`src/rtl/ps2_receiver.sv`:
```
// PS/2 keyboard receiver: conditions the raw PS/2 lines, frames 11-bit bytes and
// turns scan-code sequences into press/release events. Define PS2_TIMEOUT_EN to add the stalled-frame watchdog.

module ps2_line_filter #(
  parameter int FILTER = 8
) (
  input  logic clock,
  input  logic reset,
  input  logic line_i,
  output logic level_o
);

  localparam int CW = $clog2(FILTER + 1);

  logic          meta_q;
  logic          sync_q;
  logic          level_q;
  logic          level_d;
  logic [CW-1:0] cnt_q;
  logic [CW-1:0] cnt_d;

  // The filtered level moves only after FILTER consecutive disagreeing samples.
  always_comb begin
    level_d = level_q;
    cnt_d   = '0;
    if (sync_q != level_q) begin
      if (cnt_q == CW'(FILTER - 1)) begin
        level_d = sync_q;
        cnt_d   = '0;
      end else begin
        cnt_d = cnt_q + CW'(1);
      end
    end else begin
      cnt_d = '0;
    end
  end

  always_ff @(posedge clock or negedge reset) begin
    if (!reset) begin
      meta_q  <= 1'b1;
      sync_q  <= 1'b1;
      level_q <= 1'b1;
      cnt_q   <= '0;
    end else begin
      meta_q  <= line_i;
      sync_q  <= meta_q;
      level_q <= level_d;
      cnt_q   <= cnt_d;
    end
  end

  assign level_o = level_q;

endmodule

module ps2_receiver #(
  parameter int FILTER  = 8,
  parameter int TIMEOUT = 16384
) (
  input  logic       clock,
  input  logic       reset,
  input  logic       ps2Ck,
  input  logic       ps2D,
  output logic       pressed,
  output logic       strobe,
  output logic [7:0] code,
  output logic       error
);

  typedef enum logic [1:0] {
    S_IDLE   = 2'd0,
    S_DATA   = 2'd1,
    S_PARITY = 2'd2,
    S_STOP   = 2'd3
  } state_t;

  // Frame word is {stop, parity, data[7:0], start} with start in bit 0.
  function automatic logic frame_ok(input logic [10:0] f);
    return (f[0] == 1'b0) && ((^f[9:1]) == 1'b1) && (f[10] == 1'b1);
  endfunction

  logic        ck_filt_s;
  logic        d_filt_s;
  logic        ck_prev_q;
  logic        fall_s;
  logic        timeout_s;
  logic [10:0] frame_s;
  logic [7:0]  byte_s;

  state_t      state_q;
  logic [3:0]  bit_cnt_q;
  logic [9:0]  shift_q;
  logic        release_q;
  logic        strobe_q;
  logic        error_q;
  logic        pressed_q;
  logic [7:0]  code_q;

  ps2_line_filter #(.FILTER(FILTER)) u_ck_filter (
    .clock   (clock),
    .reset   (reset),
    .line_i  (ps2Ck),
    .level_o (ck_filt_s)
  );

  ps2_line_filter #(.FILTER(FILTER)) u_d_filter (
    .clock   (clock),
    .reset   (reset),
    .line_i  (ps2D),
    .level_o (d_filt_s)
  );

  always_ff @(posedge clock or negedge reset) begin
    if (!reset) begin
      ck_prev_q <= 1'b1;
    end else begin
      ck_prev_q <= ck_filt_s;
    end
  end

  assign fall_s  = ck_prev_q & ~ck_filt_s;
  assign frame_s = {d_filt_s, shift_q};
  assign byte_s  = frame_s[8:1];

`ifdef PS2_TIMEOUT_EN
  localparam int WW = $clog2(TIMEOUT + 1);

  logic [WW-1:0] wd_q;

  // Watchdog counts idle-clock cycles inside a frame and saturates at TIMEOUT.
  always_ff @(posedge clock or negedge reset) begin
    if (!reset) begin
      wd_q <= '0;
    end else if (fall_s || (state_q == S_IDLE)) begin
      wd_q <= '0;
    end else if (wd_q != WW'(TIMEOUT)) begin
      wd_q <= wd_q + WW'(1);
    end else begin
      wd_q <= wd_q;
    end
  end

  assign timeout_s = (wd_q == WW'(TIMEOUT)) && (state_q != S_IDLE) && !fall_s;
`else
  // No watchdog: a stalled frame simply resumes on later clock edges.
  assign timeout_s = (TIMEOUT < 0);
`endif

  always_ff @(posedge clock or negedge reset) begin
    if (!reset) begin
      state_q   <= S_IDLE;
      bit_cnt_q <= 4'd0;
      shift_q   <= 10'd0;
      release_q <= 1'b0;
      strobe_q  <= 1'b0;
      error_q   <= 1'b0;
      pressed_q <= 1'b0;
      code_q    <= 8'h00;
    end else begin
      strobe_q <= 1'b0;
      error_q  <= 1'b0;
      if (timeout_s) begin
        state_q   <= S_IDLE;
        bit_cnt_q <= 4'd0;
        release_q <= 1'b0;
        error_q   <= 1'b1;
      end else if (fall_s) begin
        shift_q <= {d_filt_s, shift_q[9:1]};
        case (state_q)
          S_IDLE: begin
            bit_cnt_q <= 4'd0;
            state_q   <= S_DATA;
          end
          S_DATA: begin
            bit_cnt_q <= bit_cnt_q + 4'd1;
            if (bit_cnt_q == 4'd7) begin
              state_q <= S_PARITY;
            end else begin
              state_q <= S_DATA;
            end
          end
          S_PARITY: begin
            state_q <= S_STOP;
          end
          S_STOP: begin
            state_q <= S_IDLE;
            // F0 arms a break, E0/E1 prefixes are swallowed without touching it.
            if (!frame_ok(frame_s)) begin
              error_q   <= 1'b1;
              release_q <= 1'b0;
            end else if (byte_s == 8'hF0) begin
              release_q <= 1'b1;
            end else if ((byte_s == 8'hE0) || (byte_s == 8'hE1)) begin
              release_q <= release_q;
            end else begin
              code_q    <= byte_s;
              pressed_q <= ~release_q;
              strobe_q  <= 1'b1;
              release_q <= 1'b0;
            end
          end
          default: begin
            state_q <= S_IDLE;
          end
        endcase
      end else begin
        state_q <= state_q;
      end
    end
  end

  assign pressed = pressed_q;
  assign strobe  = strobe_q;
  assign code    = code_q;
  assign error   = error_q;

endmodule

```
`config.mk`:
```
export PLATFORM = sky130hd
export DESIGN_NAME = ps2_receiver
export DESIGN_NICKNAME = d
export VERILOG_FILES = /design/src/rtl/ps2_receiver.sv
export SDC_FILE = /design/constraint.sdc
export NUM_CORES = 1
export LEC_CHECK = 0
export ABC_CLOCK_PERIOD_IN_PS = 6830
export BUFFER_PORTS_ARGS = -buffer_cell sky130_fd_sc_hd__buf_4
export CORE_MARGIN = 3
export CORE_UTILIZATION = 40
export DETAILED_ROUTE_END_ITERATION = 10
export PLACE_DENSITY = 0.56
export SYNTH_ARGS = -nofsm -noshare
export SYNTH_HDL_FRONTEND = slang
export SYNTH_SLANG_ARGS = --single-unit
```
`constraint.sdc`:
```
create_clock -name clock -period 6.83 [get_ports clock]
set_input_delay 0.683 -clock clock [delete_from_list [all_inputs] [get_ports clock]]
set_output_delay 0.683 -clock clock [all_outputs]
set_load 0.1 [all_outputs]
```
Yosys cells after proc, flatten, opt, wreduce, memory -nomap -nowiden

Index checks and enable logic that the tools add are counted.

Register bits: 43
Bits of input ports: 4
Output and inout bits: 11
Word-level logic and storage cells: 67

Add/subtract/negate cells: 3
Equal/unequal tests: 12
Muxes and demuxes: 18
Bitwise operators: 6
Reduce and logical (&&, ||, !) cells: 11

Operators by type and width:

| cell                                                                  | number |
|---|---|
| 8-bit equality test, second input constant                            | 3 |
| 4-bit 2-to-1 mux                                                      | 4 |
| 4-bit by 1-bit adder with 4-bit output, second input constant         | 3 |
| 4-bit by 3-bit equality test with 1-bit output, second input constant | 3 |
| 1-bit 2-to-1 mux                                                      | 11 |
| 9-bit XOR reduction                                                   | 1 |
| 2-bit one-hot mux with 4 select lines                                 | 1 |
| 4-bit one-hot mux with 2 select lines                                 | 1 |
| 2-bit AND reduction                                                   | 3 |
| 1-bit inverter                                                        | 5 |
| 5-bit AND reduction                                                   | 1 |
| 2-bit equality test, second input constant                            | 2 |
| 3-bit != test, second input constant                                  | 1 |
| 3-bit AND reduction                                                   | 1 |
| 2-bit by 1-bit equality test with 1-bit output, second input constant | 1 |
| 1-bit logical AND                                                     | 2 |
| 2-bit zero test                                                       | 1 |
| 2-bit 2-to-1 mux                                                      | 1 |
| 1-bit != test                                                         | 2 |
| 2-bit nonzero test                                                    | 1 |
| 1-bit AND                                                             | 1 |
| 1-bit logical OR                                                      | 1 |

Logic depth before layout (Yosys ltp)

Gate-level depths: netlist of run 1.

Depth in word-level cells: 7
Mapped depth: 6

By module

Synthesis of run 1 repeated with hierarchy kept, for this count alone.

Cells, all modules: 160
Area total of the unflattened synthesis: 1899.3 um^2

By module, submodules not included:

| module          | times used | cells each | area an instance (um^2) | seq. area each (um^2) |
|---|---|---|---|---|
| ps2_receiver    | 1          | 122        | 1321.3                  | 726.9 |
| ps2_line_filter | 2          | 19         | 289.0                   | 178.9 |

Worst setup path after synthesis of run 1

Ideal clock, no wire load.

Path kind: register to register
Start point: register shift_q[1]
End point: register code_q[0] (netlist: code[0])
Arrival: 2.078 ns
Data required time: 6.705 ns
Path slack: 4.626 ns
Stages on the path, launching flop included: 7
Buffers on the path: 0
Cells stage by stage: dfrtp_1 inv_1 ha_1 xnor3_1 xnor2_1 nor4_4 mux2_2

Cells in the longest elaborated chain, start to end: 4

RTL lines:

| what                                                          | RTL line | text |
|---|---|---|
| start: declaration                                            | 92       | `logic [9:0] shift_q;` |
| start signal: assignment                                      | 168      | `shift_q <= {d_filt_s, shift_q[9:1]};` |
| 8-bit equality test or 9-bit XOR reduction (tied branches)    | 193, 79  |  |
| 1-bit logical OR or 1-bit logical AND (tied branches)         | 193, 79  |  |
| 1-bit inverter (no line) or 1-bit logical AND (tied branches) | n/a      |  |
| 5-bit AND reduction (no line)                                 | n/a      |  |
| end signal: assignment                                        | 196      | `code_q <= byte_s;` |
| end: declaration                                              | 97       | `logic [7:0] code_q;` |

Parallel ways exist; a longest one is shown, timed or not.
A chain may end at the register's enable or synchronous reset.

Worst setup path in the final report of run 1

Start point: register ck_prev_q
End point: register code_q[7] (netlist: code[7])

Cells in the longest elaborated chain, start to end: 2

RTL lines:

| what                          | RTL line | text |
|---|---|---|
| start: declaration            | 84       | `logic ck_prev_q;` |
| start signal: assignment      | 117      | `ck_prev_q <= ck_filt_s;` |
| 1-bit AND                     | 121      | `assign fall_s = ck_prev_q & ~ck_filt_s;` |
| 5-bit AND reduction (no line) | n/a      |  |

Every way passes these cells.

==> run metrics, run 1 <==
via count 1,161; Setup crit end kind flop; clk_skew 0.00426 ns; clock sinks 43; core area 4410 um2; Slew headroom 0.381; Post-synth EDFFs 0; Worst VDD drop 0.000165 V; setup_tns 0 ns; # hold bufs at CTS 0; switch share 0.289; crit path buf inv count 0; GP Congestion 0.790; Vert. Die Dim 73.9 um; clock network fraction of design power 0.301; DR WL/cell 12.5 um; Net Count, Synth 173; vias per cell 5.03; # setup viols final 0; Routed WL 2880 um; Clock Tree Root clkbuf_8; Req. time, crit path 7.01 ns; leakage 1.02 nW; Post-route DRC 0; Distinct cells, synth 32; Setup crit start kind flop; ant diodes 0; flops & latches, synth 43; Fmax 0.367 GHz; reg-to-reg critical path endpoint code[7]$_DFFE_PN0P_; Max Slew Vio Count 0; NetSw 0.192 mW; internal power 0.474 mW; Placed Area 2000 um2; first-pass GRT wire length 4950 um; final core occ 0.480; CP delay by family, top simple AND/OR/NAND/NOR gates; mapped cell area 1850 um2; Hold Path Depth 0; most frequent cells in the layout dfrtp_1 (36), nand2_1 (28), buf_4 (14); CTS max path bufs 2; total iterations of the first detailed-routing run 4; pwr/cell area 314 nW/um2; ys async rst share 1.00; layout net count 191; Worst path max stage delay 0.73 ns; commonest non-fill, non-tap cell in the layout dfrtp_1; CTS tree built; post-layout min period 2.73 ns; CP max stage cell nor2b_1; status finished clean; Buffers on Ports 14; HP Start u_d_filter.meta_q$_DFF_PN1_; kind of critical path reg -> reg; Clock transition at path regs 0.08 ns; Die Area 5460 um2; non-filler cells in the finished layout 231; Syn Area/Cell 11.5 um2; Num CTS Buffers 5; Worst Hold End u_d_filter.sync_q$_DFF_PN1_; worst-case reg-to-reg path depth 4; clock latency on the worst-skew pair 0.29 ns; critical path, cell by cell nor2b_1 > nand3_2 > nor4_4 > mux2_2; H-tree Lvls 2; MaxCap Viol Count 0; Ports 15; die width 73.9 um; drt first-iter violations 54; dpl cells 223; initial antenna violation count 0; Synth-to-Final Area Change 14.9%; Total Power 0.666 mW; Worst R2R Start ck_prev_q$_DFF_PN1_; # rows 24; Top FF cell, synth dfrtp_1; Syn. warnings 0; Arr. time, crit path 2.91 ns; detailed placer's ending HPWL 2100 um; RSZ-0062 raised after global routing no; design area 2120 um2; Post-CTS Setup Inserts 0; GRT Util Overall 0.121; vias in the first global route 1,162; final hold vios 0; initial core utilization 0.418; register area share after synthesis 0.588; Final ANT Viol Nets 0; cells after synthesis 160; Gate power share 0.192; measured slew at the worst slew-check pin 0.926 ns; Hold WC Path Type reg -> reg; FF-to-FF setup slack 4.10 ns; Fillers 420; share of cells above drive strength 1 0.235; Final period util 0.399; Seq pwr share 0.507; Max FO, Critical Path 16; largest net degree at the start of global routing 44; gr ovfl total 0; Post-CTS Resized 0
registers in the layout (all words and copies together), names as in the netlist, 4 cells and up, named ones only:
name,flops
shift_q,10
code,8
bit_cnt_q,4
u_ck_filter.cnt_q,4
u_d_filter.cnt_q,4
worst max-delay path by stage:
stage	depth (start not counted)	endpoint	start
2_1_floorplan	6	code[0]$_DFFE_PN0P_	shift_q[1]$_DFFE_PN0P_
3_3_place_gp	4	code[7]$_DFFE_PN0P_	ck_prev_q$_DFF_PN1_
3_5_place_dp	4	code[7]$_DFFE_PN0P_	ck_prev_q$_DFF_PN1_
4_1_cts	4	code[7]$_DFFE_PN0P_	ck_prev_q$_DFF_PN1_
5_1_grt	4	code[1]$_DFFE_PN0P_	ck_prev_q$_DFF_PN1_
6_report	4	code[7]$_DFFE_PN0P_	ck_prev_q$_DFF_PN1_
per-layer routing:
layer  up-vias  wire length [um]  part of all wire  GRT usage
met2        19              1450              0.50      0.203
met3         8               138             0.048     0.0410
met4         0                68             0.024     0.0664
li1        572                 -                 -          -
met1       562              1220              0.42      0.135
met5         -                 0                 0          0
cell usage after synthesis (all sizes together), types with 4 or more instances:
master	n	area [um2]
nor2	10	37.5
inv	7	26.3
mux2	10	113
dfstp	7	184
dfrtp	36	901
ha	9	113
o21ai	11	55.1
nor3	4	20.0
a21oi	4	20.0
nand3	4	25.0
xnor2	5	43.8
nand2	28	105
cells by family (layout without fill, tap and decap cells):
| family | after synthesis | count (layout) | share of synthesized area |
|---|---|---|---|
| AND/OR/NAND/NOR | 58 | 58 | 0.153 |
| flip-flops | 43 | 43 | 0.588 |
| AO/OA/AOI/OAI | 21 | 21 | 0.0651 |
| multiplexers | 12 | 12 | 0.0719 |
| buffers and inverters | 10 | 29 | 0.0210 |
| adder cells (fa/ha/maj) | 9 | 9 | 0.0610 |
| XOR/XNOR | 7 | 7 | 0.0407 |
power groups by stage:
stage / registers (mW) / logic [mW] / clock network [mW]
floorplan: 0.332 / 0.107 / 0
global placement: 0.339 / 0.122 / 0
detailed placement: 0.343 / 0.131 / 0
CTS: 0.338 / 0.131 / 0.209
global route: 0.344 / 0.148 / 0.217
finish: 0.338 / 0.128 / 0.201
final cells by class:
cell class	count	area, um2	area share
timing repair buffer	14	105	0.0496
inverter	7	26.3	0.0124
clock inverter	2	35.0	0.0165
sequential	43	1080	0.512
tap	52	65.1	0.0307
multi-input combinational	107	722	0.340
clock buffer	6	82.6	0.0389
through the flow:
stage               hold slack [ns]  setup slack, ns
floorplan                     0.345             4.63
global placement              0.347             4.14
detailed placement            0.348             4.05
CTS                           0.359             4.04
global route                  0.360             3.86
finish                        0.358             4.10
worst register-to-register path: stages (launching register included):
cell     delay (ns)
dfstp_2        0.54
nor2b_1        0.73
nand3_2        0.26
nor4_4         0.68
mux2_2         0.41
No activity file was read; power rests on OpenSTA's default activity.
==> inputs of run 2 (changes only) <==
ABC_CLOCK_PERIOD_IN_PS = 2800   (was 6830)
clock period = 2.8 ns   (was 6.83 ns; I/O delays follow)
==> run 2 against run 1 <==
Highest routed layer unchanged. Critical endpoint is now code[5]$_DFFE_PN0P_. Worst hold slack worse by 0.27 ns. Largest power group unchanged. Critical path type unchanged. Largest cell class unchanged. Clock power is 110% higher. Global-route usage is 0.44 points higher.
==> run metrics, run 2 (synthesis gave the netlist of run 1 again) <==
Max FO, Critical Path 10 (was 16); clock latency on the worst-skew pair 0.30 ns (was 0.29 ns); Post-CTS Resized 0 (unchanged); vias in the first global route 1,165 (was 1,162); initial antenna violation count 0 (unchanged); DR WL/cell 12.5 um (about the same); # setup viols final 0 (unchanged); MaxCap Viol Count 0 (unchanged); clock sinks 43 (unchanged); Post-route DRC 0 (unchanged); most frequent cells in the layout dfrtp_1 (36), nand2_1 (28), buf_4 (16) (was dfrtp_1 (36), nand2_1 (28), buf_4 (14)); Biggest register shift_q (unchanged); Routed WL 2930 um (was 2880 um); Worst VDD drop 0.000291 V (was 0.000165 V); Fillers 420 (unchanged); Slew headroom 0.648 (was 0.381); vias per cell 4.96 (was 5.03); die width 73.9 um (unchanged); setup_tns 0 ns (unchanged); Final ANT Viol Nets 0 (unchanged); GP Congestion 0.763 (was 0.790); Clock transition at path regs 0.08 ns (about the same); Hold WC Path Type in -> reg (was reg -> reg); detailed placer's ending HPWL 2090 um (was 2100 um); Vert. Die Dim 73.9 um (unchanged); Clock Tree Root clkbuf_8 (unchanged); Worst path max stage delay 0.39 ns (was 0.73 ns); final hold vios 0 (unchanged); Die Area 5460 um2 (unchanged); layout net count 194 (was 191); clk_skew 0.00341 ns (was 0.00426 ns); share of cells above drive strength 1 0.236 (was 0.235); CP delay by family, top XOR/XNOR gates (was simple AND/OR/NAND/NOR gates); Final period util 0.792 (was 0.399); critical path, cell by cell inv_1 > ha_1 > xnor3_1 > xnor2_1 > nor4_4 > buf_4 > mux2_2 (was nor2b_1 > nand3_2 > nor4_4 > mux2_2); CTS tree built (unchanged); max reg flops 10 (unchanged); drt first-iter violations 46 (was 54); Req. time, crit path 2.99 ns (was 7.01 ns); crit path buf inv count 2 (was 0); first-pass GRT wire length 5050 um (was 4950 um); total iterations of the first detailed-routing run 4 (unchanged); H-tree Lvls 2 (unchanged); via count 1,160 (was 1,161); Max Slew Vio Count 0 (unchanged); initial core utilization 0.418 (unchanged); Setup crit start kind flop (unchanged); Total Power 1.57 mW (was 0.666 mW); Ports 15 (unchanged); Fmax 0.451 GHz (was 0.367 GHz); CTS max path bufs 2 (unchanged); Synth-to-Final Area Change 15.3% (was 14.9%); core area 4410 um2 (unchanged); status finished clean (unchanged); kind of critical path reg -> reg (unchanged); leakage 1.03 nW (was 1.02 nW); commonest non-fill, non-tap cell in the layout dfrtp_1 (unchanged); measured slew at the worst slew-check pin 0.528 ns (was 0.926 ns); GRT Util Overall 0.126 (was 0.121); RSZ-0062 raised after global routing no (unchanged); Num CTS Buffers 5 (unchanged); # rows 24 (unchanged); Buffers on Ports 14 (unchanged); CP max stage cell xnor3_1 (was nor2b_1); gr ovfl total 0 (unchanged); ant diodes 0 (unchanged); pwr/cell area 736 nW/um2 (was 314 nW/um2); Arr. time, crit path 2.40 ns (was 2.91 ns); largest net degree at the start of global routing 44 (unchanged); post-layout min period 2.22 ns (was 2.73 ns); Setup crit end kind flop (unchanged)
run 2: cell types whose count changed in the layout (fill, tap and decap cells not counted):
cell | before | now
buf_4 | 14 | 16
bufinv_16 | 1 | 0
clkbuf_1 | 0 | 1
clkbuf_8 | 6 | 7
clkinv_2 | 1 | 0
dlygate4sd3_1 | 0 | 1
run 2: worst paths after layout:
path | start | to | slack (ns) | depth (start not counted)
setup / recovery | shift_q[2]$_DFFE_PN0P_ | code[5]$_DFFE_PN0P_ | 0.58 | 7
hold / removal | ps2D | u_d_filter.meta_q$_DFF_PN1_ | 0.09 | 1
setup reg to reg | shift_q[2]$_DFFE_PN0P_ | code[5]$_DFFE_PN0P_ | 0.58 | 7
hold reg to reg | u_ck_filter.meta_q$_DFF_PN1_ | u_ck_filter.sync_q$_DFF_PN1_ | 0.36 | 0
max in group asynchronous | reset | u_ck_filter.meta_q$_DFF_PN1_ | 1.92 | 2
min in group asynchronous | reset | code[1]$_DFFE_PN0P_ | 0.50 | 2
run 2: power breakdown:
group	total (mW)	internal [mW]	switching, mW
registers	0.825	0.731	0.0936
logic	0.316	0.144	0.172
clock network	0.426	0.225	0.201
run 2: repair_timing:
action,in CTS,in global routing
hold buffers,1,0
buffers inserted,0,0
endpoints found under the hold margin,36,0
run 2: metal layers:
layer  routed length [um]  part of all wire  up-vias  global-route usage
met2                 1440              0.49       15               0.213
met3                  123             0.042        6              0.0451
met4                   74             0.025        0              0.0724
li1                     -                 -      576                   -
met1                 1290              0.44      563               0.135
met5                    0                 0        -                   0
run 2: area by class of cell:
class                           count  area (um2)  area share
Clock buffer                        8         100      0.0470
Multi-Input combinational cell    107         722       0.339
Sequential cell                    43        1080       0.510
Inverter                            7        26.3      0.0123
Tap cell                           52        65.1      0.0306
Timing Repair Buffer               17         130      0.0611
run 2: stage by stage:
step	utilization	cells	setup slack (ns)	hold WS (ns)	cell area, um2
2_1_floorplan	-	160	0.596	-0.0156	1850
3_3_place_gp	0.457	225	0.626	0.293	2020
3_5_place_dp	0.457	225	0.578	0.301	2020
4_1_cts	0.482	234	0.568	0.0761	2130
5_1_grt	0.482	234	0.484	0.0741	2130
6_report	0.482	234	0.582	0.0864	2130
==> inputs of run 3 (changes only) <==
ABC_AREA = 1   (was default)
ABC_CLOCK_PERIOD_IN_PS = 2200   (was 2800)
clock period = 2.2 ns   (was 2.8 ns; I/O delays follow)
==> run 3 against run 2 <==
Routed wire length increased by 19%. Maximum frequency increased by 19%. Clock power increased by 66%. Worst setup slack got worse by 0.25 ns. Final cell count increased by 24%. Non-clock buffer count decreased by 1. First-iteration DRC count increased by 54%. Via count increased by 15%. Area after synthesis increased by 6.1%. Count of clock-buffer cells in the layout decreased by 2.
==> run metrics, run 3 <==
status finished clean (unchanged); count leader, synth nand2_1 (was dfrtp_1); NetSw 0.755 mW (was 0.467 mW); via count 1,331 (was 1,160); largest net degree at the start of global routing 44 (unchanged); Fillers 430 (was 420); total iterations of the first detailed-routing run 4 (unchanged); commonest non-fill, non-tap cell in the layout nand2_1 (was dfrtp_1); setup slack after placement 0.333 ns (was 0.578 ns); Hold WC Path Type in -> reg (unchanged); clock latency on the worst-skew pair 0.29 ns (was 0.30 ns); clock network fraction of design power 0.301 (was 0.272); HP Start ps2D (unchanged); post-layout min period 1.86 ns (was 2.22 ns); initial antenna violation count 0 (unchanged); Ports 15 (unchanged); Num CTS Buffers 5 (unchanged); gr ovfl total 0 (unchanged); Fmax 0.536 GHz (was 0.451 GHz); internal power 1.60 mW (was 1.10 mW); measured slew at the worst slew-check pin 0.532 ns (was 0.528 ns); detailed placer's ending HPWL 2640 um (was 2090 um); Gate power share 0.243 (was 0.202); Worst VDD drop 0.000485 V (was 0.000291 V); Slew headroom 0.645 (was 0.648); vias in the first global route 1,349 (was 1,165); Total Power 2.36 mW (was 1.57 mW); Max FO, Critical Path 10 (unchanged); # rows 24 (unchanged); Clock Tree Root clkbuf_8 (unchanged); clock sinks 43 (unchanged); die width 76.0 um (was 73.9 um); Clock transition at path regs 0.08 ns (about the same); switch share 0.320 (was 0.298); mapped cell area 1960 um2 (was 1850 um2); Syn Area/Cell 9.65 um2 (was 11.5 um2); Seq pwr share 0.456 (was 0.526); initial core utilization 0.432 (was 0.418); Buffers on Ports 14 (unchanged); flops & latches, synth 43 (unchanged); MaxCap Viol Count 0 (unchanged); GP Congestion 0.753 (was 0.763); CTS tree built (unchanged); leakage 1.13 nW (was 1.03 nW); cells after synthesis 203 (was 160); final worst setup slack 0.336 ns (was 0.582 ns); CP Launch Point shift_q[1]$_DFFE_PN0P_ (was shift_q[2]$_DFFE_PN0P_); kind of critical path reg -> reg (unchanged); pwr/cell area 1030 nW/um2 (was 736 nW/um2); Distinct cells, synth 26 (was 32); Final period util 0.847 (was 0.792); ant diodes 0 (unchanged); drt first-iter violations 71 (was 46); first-pass GRT wire length 6230 um (was 5050 um); Net Count, Synth 216 (was 173); Synth area leaders dfrtp_1 (46%), nand2_1 (9.6%), dfstp_2 (9.4%) (was dfrtp_1 (49%), dfstp_2 (10%), ha_1 (6.1%)); layout net count 237 (was 194); CTS max path bufs 2 (unchanged); Placed Area 2140 um2 (was 2020 um2); H-tree Lvls 2 (unchanged); Biggest register shift_q (unchanged); Synth top area share 0.460 (was 0.488); Synth area leader dfrtp_1 (unchanged); most frequent cells in the layout nand2_1 (50), dfrtp_1 (36), inv_1 (24) (was dfrtp_1 (36), nand2_1 (28), buf_4 (16)); Max Slew Vio Count 0 (unchanged); GRT Util Overall 0.134 (was 0.126); design area 2290 um2 (was 2130 um2); Syn. warnings 0 (unchanged); core area 4530 um2 (was 4410 um2); Req. time, crit path 2.38 ns (was 2.99 ns); # setup viols final 0 (unchanged); Vert. Die Dim 76.0 um (was 73.9 um); Arr. time, crit path 2.04 ns (was 2.40 ns); DR WL/cell 12.0 um (was 12.5 um); max reg flops 10 (unchanged); synth cell count leaders nand2_1 (50), dfrtp_1 (36), inv_1 (24), nor2_1 (18), o21ai_0 (11) (was dfrtp_1 (36), nand2_1 (28), o21ai_0 (11), mux2_2 (10), nor2_1 (10)); Post-synth EDFFs 0 (unchanged); Post-route DRC 0 (unchanged); Setup crit end kind flop (unchanged); setup_tns 0 ns (unchanged); Die Area 5770 um2 (was 5460 um2); Worst R2R Start shift_q[1]$_DFFE_PN0P_ (was shift_q[2]$_DFFE_PN0P_); Setup crit start kind flop (unchanged); Final ANT Viol Nets 0 (unchanged); Top FF cell, synth dfrtp_1 (unchanged); Post-CTS Setup Inserts 0 (unchanged); Routed WL 3490 um (was 2930 um); final hold vios 0 (unchanged); RSZ-0062 raised after global routing no (unchanged); Synth-to-Final Area Change 16.8% (was 15.3%); vias per cell 4.59 (was 4.96); register area share after synthesis 0.554 (was 0.588); ys async rst share 1.00 (unchanged); clk_skew 0.00707 ns (was 0.00341 ns); share of cells above drive strength 1 0.187 (was 0.236)
run 3: cell count changes after synthesis, moves of 5 or more:
| cell | change |
|---|---|
| nand4_1 | +9 |
| nand2_1 | +22 |
| nor2_1 | +8 |
| a21oi_1 | +5 |
| mux2_2 | -10 |
| inv_1 | +17 |
run 3: cell families (layout without fill, tap and decap cells):
family | Yosys count | after routing | share of synthesized area
AO/OA/AOI/OAI | 23 | 23 | 0.0665
XOR/XNOR | 6 | 6 | 0.0268
adder cells (fa/ha/maj) | 9 | 9 | 0.0575
buffers and inverters | 29 | 51 | 0.0556
flip-flops | 43 | 43 | 0.554
AND/OR/NAND/NOR | 93 | 93 | 0.240
run 3: power groups by stage:
stage                     clock network (mW)  registers (mW)  logic (mW)
after floorplan                            0            1.06       0.453
after global placement                     0            1.08       0.543
after detailed placement                   0            1.09       0.576
after CTS                              0.726            1.08       0.581
after global routing                   0.770            1.09       0.655
final                                  0.708            1.07       0.573
run 3: worst max-delay path, cell delays in order, from the launching register on:
cell and delay, ns:
dfrtp_1 0.41, inv_1 0.08, ha_1 0.22, or2_2 0.31
nand2_1 0.12, nand2_4 0.08, nor2_8 0.16, nand4_4 0.20
nand2_1 0.12, nand2_1 0.06
run 3: timing repair:
| action | in CTS | in global routing |
|---|---|---|
| endpoints found under the hold margin | 36 | 0 |
| setup endpoints to repair | 0 | 0 |
| resized for setup | 0 | 0 |
| hold buffers | 1 | 0 |
run 3: stage by stage:
| step | hold slack (ns) | instances | util |
|---|---|---|---|
| 5_1_grt | 0.00901 | 290 | 0.504 |
| 6_report | 0.0347 | 290 | 0.504 |
| 4_1_cts | 0.0251 | 290 | 0.504 |
| 3_5_place_dp | 0.246 | 281 | 0.473 |
| 3_3_place_gp | 0.239 | 281 | 0.473 |
| 2_1_floorplan | -0.0756 | 203 | - |
run 3: area by class of cell:
type,instances,area [um2],share of cell area
Inverter,27,101,0.0443
Timing Repair Buffer,16,123,0.0536
Clock buffer,6,72.6,0.0317
Tap cell,65,81.3,0.0356
Sequential cell,43,1080,0.474
Multi-Input combinational cell,131,764,0.334
Clock inverter,2,60.1,0.0263
run 3: routing by layer:
metal	part of all wire	vias up	global-route usage	routed length, um
met5	0	-	0	0
met4	0.016	0	0.0507	57
met3	0.036	5	0.0415	125
met2	0.48	15	0.222	1680
met1	0.47	621	0.164	1630
li1	-	690	-	-
run 3: worst paths after layout:
| path | end | slack, ns | cells past startpoint |
|---|---|---|---|
| hold reg to reg | u_d_filter.sync_q$_DFF_PN1_ | 0.36 | 0 |
| max in group asynchronous | u_ck_filter.sync_q$_DFF_PN1_ | 1.37 | 2 |
| setup / recovery | code[2]$_DFFE_PN0P_ | 0.34 | 9 |
| setup reg to reg | code[2]$_DFFE_PN0P_ | 0.34 | 9 |
| min in group asynchronous | async pin | 0.45 | 2 |
| hold / removal | u_d_filter.meta_q$_DFF_PN1_ | 0.03 | 1 |
